[config.mk]
export PLATFORM = sky130hd
export DESIGN_NAME = traffic_phase_controller
export DESIGN_NICKNAME = d
export VERILOG_FILES = /design/src/rtl/traffic_phase_controller_pkg.sv /design/src/rtl/traffic_phase_controller_phase_timer.sv /design/src/rtl/traffic_phase_controller.sv
export SDC_FILE = /design/constraint.sdc
export NUM_CORES = 1
export LEC_CHECK = 0
export CAP_MARGIN = 20
export CORE_UTILIZATION = 43
export DETAILED_ROUTE_END_ITERATION = 7
export GPL_TIMING_DRIVEN = 0
export PLACE_DENSITY = 0.72
export SLEW_MARGIN = 20
export SYNTH_ARGS = -nofsm -noshare
export SYNTH_HDL_FRONTEND = slang
export SYNTH_SLANG_ARGS = --single-unit
[constraint.sdc]
create_clock -name clk -period 1.6 [get_ports clk]
set_input_delay 0.16 -clock clk [delete_from_list [all_inputs] [get_ports clk]]
set_output_delay 0.16 -clock clk [all_outputs]
set_load 0.05 [all_outputs]
[src/rtl/traffic_phase_controller_pkg.sv]
// Shared encodings for the intersection controller: light codes, phase states,
// the side that gets green after a walk phase, and the state-to-lamp decode.
package traffic_phase_controller_pkg;

   typedef enum logic [1:0] {
      LIGHT_GREEN  = 2'b00,
      LIGHT_YELLOW = 2'b01,
      LIGHT_RED    = 2'b10
   } light_t;

   typedef enum logic [2:0] {
      ST_AG   = 3'd0,
      ST_AY   = 3'd1,
      ST_BG   = 3'd2,
      ST_BY   = 3'd3,
      ST_WALK = 3'd4
   } state_t;

   typedef enum logic {
      SIDE_A = 1'b0,
      SIDE_B = 1'b1
   } side_t;

   typedef struct packed {
      light_t la;
      light_t lb;
      logic   walk;
   } lamps_t;

   // Any state outside the legal set decodes to all-red so the lamps stay safe.
   function automatic lamps_t decode_lamps(input state_t st);
      lamps_t l;
      l.la   = LIGHT_RED;
      l.lb   = LIGHT_RED;
      l.walk = 1'b0;
      case (st)
         ST_AG:   l.la   = LIGHT_GREEN;
         ST_AY:   l.la   = LIGHT_YELLOW;
         ST_BG:   l.lb   = LIGHT_GREEN;
         ST_BY:   l.lb   = LIGHT_YELLOW;
         ST_WALK: l.walk = 1'b1;
         default: ;
      endcase
      return l;
   endfunction

endpackage

[src/rtl/traffic_phase_controller_phase_timer.sv]
// Shared phase timer: counts cycles spent in the current phase, clears when the
// phase changes and holds at MAX_COUNT-1 so a long idle green never wraps.
module traffic_phase_controller_phase_timer #(
   parameter int MAX_COUNT = 30,
   parameter int W         = $clog2(MAX_COUNT)
) (
   input  logic         clk,
   input  logic         reset,
   input  logic         clr,
   output logic [W-1:0] count
);

   localparam logic [W-1:0] COUNT_LAST = W'(MAX_COUNT - 1);

   logic [W-1:0] count_d;
   logic [W-1:0] count_q;

   always_comb begin
      count_d = count_q;
      if (clr) begin
         count_d = '0;
      end else if (count_q != COUNT_LAST) begin
         count_d = count_q + 1'b1;
      end
   end

   always_ff @(posedge clk) begin
      if (reset) begin
         count_q <= '0;
      end else begin
         count_q <= count_d;
      end
   end

   assign count = count_q;

endmodule

[src/rtl/traffic_phase_controller.sv]
// Two-street intersection sequencer with a latched pedestrian walk phase.
// Greens yield after MIN_GREEN when the own street is empty, or at MAX_GREEN for fairness.
module traffic_phase_controller
   import traffic_phase_controller_pkg::*;
#(
   parameter int MIN_GREEN     = 10,
   parameter int MAX_GREEN     = 30,
   parameter int YELLOW_CYCLES = 5,
   parameter int WALK_CYCLES   = 8
) (
   input  logic       clk,
   input  logic       reset,
   input  logic       TA,
   input  logic       TB,
   input  logic       P,
   output logic [1:0] LA,
   output logic [1:0] LB,
   output logic       walk,
   output logic [2:0] state_dbg
);

   localparam int TW = $clog2(MAX_GREEN);

   localparam logic [TW-1:0] MIN_LAST    = TW'(MIN_GREEN - 1);
   localparam logic [TW-1:0] MAX_LAST    = TW'(MAX_GREEN - 1);
   localparam logic [TW-1:0] YELLOW_LAST = TW'(YELLOW_CYCLES - 1);
   localparam logic [TW-1:0] WALK_LAST   = TW'(WALK_CYCLES - 1);

   state_t        state_d;
   state_t        state_q;
   logic          ped_pending_d;
   logic          ped_pending_q;
   side_t         next_side_d;
   side_t         next_side_q;
   logic [TW-1:0] timer;
   logic          want_a;
   logic          want_b;
   logic          enter_walk;
   lamps_t        lamps;

   traffic_phase_controller_phase_timer #(
      .MAX_COUNT (MAX_GREEN),
      .W         (TW)
   ) u_phase_timer (
      .clk   (clk),
      .reset (reset),
      .clr   (state_d != state_q),
      .count (timer)
   );

   assign want_a     = TB | ped_pending_q;
   assign want_b     = TA | ped_pending_q;
   assign enter_walk = (state_d == ST_WALK) && (state_q != ST_WALK);

   // State register together with the two flops that only move with it.
   always_ff @(posedge clk) begin
      if (reset) begin
         state_q       <= ST_AG;
         ped_pending_q <= 1'b0;
         next_side_q   <= SIDE_B;
      end else begin
         state_q       <= state_d;
         ped_pending_q <= ped_pending_d;
         next_side_q   <= next_side_d;
      end
   end

   always_comb begin
      state_d = state_q;
      case (state_q)
         ST_AG: begin
            if (want_a && (((timer >= MIN_LAST) && !TA) || (timer == MAX_LAST))) begin
               state_d = ST_AY;
            end
         end
         ST_AY: begin
            if (timer == YELLOW_LAST) begin
               state_d = ped_pending_q ? ST_WALK : ST_BG;
            end
         end
         ST_BG: begin
            if (want_b && (((timer >= MIN_LAST) && !TB) || (timer == MAX_LAST))) begin
               state_d = ST_BY;
            end
         end
         ST_BY: begin
            if (timer == YELLOW_LAST) begin
               state_d = ped_pending_q ? ST_WALK : ST_AG;
            end
         end
         ST_WALK: begin
            if (timer == WALK_LAST) begin
               state_d = (next_side_q == SIDE_A) ? ST_AG : ST_BG;
            end
         end
         default: state_d = ST_AG;
      endcase
   end

   // Clearing on walk entry wins, so a press on that same edge is dropped;
   // the green after the walk goes to the street that did not just have it.
   always_comb begin
      ped_pending_d = ped_pending_q;
      next_side_d   = next_side_q;
      if (enter_walk) begin
         ped_pending_d = 1'b0;
         next_side_d   = (state_q == ST_AY) ? SIDE_B : SIDE_A;
      end else if (P && (state_q != ST_WALK)) begin
         ped_pending_d = 1'b1;
      end
   end

   always_comb begin
      lamps     = decode_lamps(state_q);
      LA        = lamps.la;
      LB        = lamps.lb;
      walk      = lamps.walk;
      state_dbg = state_q;
   end

endmodule

==> results.cfg <==
[final_layout]
area_growth_pct = 46.80
fin_area_um2 = 918.4
drive_above_1_share = 0.4382
nFillCells = 115
antenna_cells = 0
fin_nets = 98

[clock_tree]
clockRootBuffer = clkbuf_4
hold_buffers = 0
cts_made_buffers = 3
numClockSinks = 10
clockBufferDepth = 2
cts_tree = yes
clk_pin_slew_worst_paths_ps = 80
clock_latency_ps = 270
ctsHtreeMaxLevel = 1

[timing]
period_minus_slack_ps = 1606
setup_viol = 1
drv_slew = 0
period_share = 1.004
worst_pin_slew_ps = 488.9
hold_ws_ps = 486.3
rsz0062_at_grt = yes
final_hold_viol_count = 0
final.setup.worst_slack_ps = -5.964
fmax_mhz = 622.7
fin_worst_skew_ps = 8.036
maxSlewHeadroom = 0.6753

[power_and_ir_drop]
switching_share = 0.2506
p_seq_frac = 0.454
p_int_uw = 436.5
pwr_density_cell_nw_per_um2 = 634.2
pwr-share-clk = 0.408
power.leakage_uw = 0.0003509
net-switching-power_uw = 146.0
pwr-share-comb = 0.138
peakVddDrop_mv = 0.3611

[setup_path]
cp-start-kind = register
regToRegSetupSlack_ps = -6
cp-end-kind = register
timing.rr.start = u_phase_timer.count[1]
cp_data_required_time_ps = 1780
cp_cell_sequence = inv_2 -> ha_4 -> o41a_1 -> o21bai_4 -> a211oi_4 -> nor4b_2
critPathMaxStageDelay_ps = 380
r2r_end = u_phase_timer.count[2]
crit_type = reg -> reg
reg2regPathDepth = 6
worstPathMaxFanout = 5
arrival_ps = 1790
critPathSlowestCell = o41a_1

[placement]
portBuffers = 12
post-dp-hpwl_um = 989.2
placed_cell_area_um2 = 782.0
gp_congestion = 0.7627

[global_route]
overflow = 0
grt_max_degree = 11
grt_pass1_vias = 536
antenna_found_initial = 0
grt_pass1_wl_mm = 2.263
grt_use_total = 0.2139

[outcome]
outcome = complete, but fails checks
violations = negative setup slack

[floorplan]
row_count = 13
io_pins = 13
initial_core_util = 0.4690
fp.dieW_um = 40.14
die_area_um2 = 1611
die_h_um = 40.14
core_um2 = 1334

[detailed_routing]
first_pass_iters = 3
finalWirelength_mm = 1.505
vias_per_cell = 5.913
ant_nets = 0
vias = 615
drc = 0
drtIter0Drc = 7
post_drt_wl_per_cell_um = 14.47

[yosys]
synth_edf_count = 0
seq_area_frac_synth = 0.3200
syn-num-nets = 80
synth_ff_type = dfxtp_1
synth_cells = 72
ys_async_sr_fraction = 0
synth.avg_cell_area_um2 = 8.689
ys_warn_count = 0
synth_seq_cells = 10
syn_area_um2 = 625.6
synth.distinct_cells = 31

[worst_hold_path]
hold_depth = 2
hp-start = next_side_q
hold_path_end = state_dbg[1]
hold_path.class = reg -> reg

[run]
drv_cap = 0
## cell families (layout without fill, tap and decap cells)
kind of cell,Yosys count,after routing,share of synthesized area
and+or+nand+nor,30,30,0.2960
AOI/OAI and AO/OA,17,17,0.1860
DFF,10,10,0.3200
buffers and inverters,6,23,0.04800
adders and majority gates,3,3,0.06001
xor gates and xnor gates,3,3,0.04201
muxes,3,3,0.04800
## through the flow
step / util / setup slack (ps) / total power [µW] / cells / TNS (ps)
after floorplan: - / 21.03 / 307.7 / 72 / 0
after global placement: 0.5863 / -230.3 / 327.6 / 99 / -1441
after detailed placement: 0.5863 / -242.9 / 329.2 / 99 / -1550
after CTS: 0.6370 / -52.02 / 562.2 / 104 / -99.64
after global routing: 0.6886 / -95.00 / 609.6 / 104 / -388.7
final: 0.6886 / -5.964 / 582.4 / 104 / -5.964
## layout make-up
| type | count | area [µm²] | area share |
|---|---|---|---|
| Tap cell | 15 | 18.77 | 0.02044 |
| Sequential cell | 10 | 215.2 | 0.2343 |
| Buffer | 1 | 11.26 | 0.01226 |
| Timing Repair Buffer | 13 | 102.6 | 0.1117 |
| Multi-Input combinational cell | 56 | 515.5 | 0.5613 |
| Inverter | 5 | 18.77 | 0.02044 |
| Clock buffer | 4 | 36.28 | 0.03951 |
## cells in the mapped netlist (2+ instances only)
cell type,number,area (µm²)
nand3_1,2,10.01
nor4_1,3,18.77
nor3_1,3,15.01
nand2b_1,3,18.77
o21ai_0,3,15.01
mux2i_1,3,30.03
a21oi_1,7,35.03
nor4b_1,2,17.52
ha_1,3,37.54
dfxtp_1,10,200.2
nand2_1,3,11.26
inv_1,5,18.77
xnor2_1,2,17.52
nor2_1,6,22.52
## what timing repair did
item | CTS | global route
endpoints found under the setup margin | 14 | 11
buffers inserted | 1 | 0
gates resized for setup | 19 | 26
hold endpoints to repair | 0 | 0
pin swaps | 1 | 4
## critical path: cells and delay by family, from the launching register on
family / cells / cell delay [ps]
fa+ha+maj: 1 / 160
compound gates: 3 / 680
simple gates: 1 / 280
buf+inv: 1 / 50
flops: 1 / 340
## worst max path at each step
stage / startpoint / to / slack [ps] / cells after the start
6_report: u_phase_timer.count[1] / u_phase_timer.count[2] / -6 / 6
3_3_place_gp: u_phase_timer.count[1] / u_phase_timer.count[2] / -230 / 5
2_1_floorplan: state_dbg[2] / u_phase_timer.count[0] / 20 / 4
3_5_place_dp: u_phase_timer.count[1] / u_phase_timer.count[1] / -240 / 5
5_1_grt: u_phase_timer.count[1] / u_phase_timer.count[0] / -100 / 6
4_1_cts: u_phase_timer.count[1] / u_phase_timer.count[2] / -50 / 6
## state kept, by name (all words and copies together), names as in the netlist
register	count
ped_pending_q	1
state_dbg	3
next_side_q	1
u_phase_timer.count	5
## power groups by stage
stage / Clock, µW / Sequential, µW / Combinational [µW]
after CTS: 231 / 263 / 68.8
after global routing: 255 / 266 / 88.3
after global placement: 0 / 270 / 57.9
final: 237 / 265 / 80.5
after detailed placement: 0 / 270 / 59.3
after floorplan: 0 / 268 / 40.0
## cells in the final DEF, fill, tap and decap left out, types with 2 or more instances in the layout
master / n
dlygate4sd2_1: 4
a21oi_2: 2
clkbuf_4: 3
dfxtp_2: 3
nor4_1: 2
nor4b_2: 2
ha_1: 2
nand2_1: 3
clkbuf_2: 2
dfxtp_4: 3
nand3_1: 2
o21ai_0: 2
nor2_2: 4
buf_2: 2
mux2i_1: 3
dfxtp_1: 4
nand2b_1: 2
xnor2_1: 2
clkdlybuf4s50_1: 4
nor2_1: 2
a21oi_1: 5
inv_1: 4
a211oi_4: 2
## layer usage
layer  track usage  vias to the layer above  part of all wire
met3       0.03333                        5             0.031
met4        0.1293                        0             0.021
met2        0.3548                       14              0.50
met5             0                        -                 0
met1        0.2559                      296              0.45
li1              -                      300                 -
Note: power is estimated with default switching activity, not from simulation.
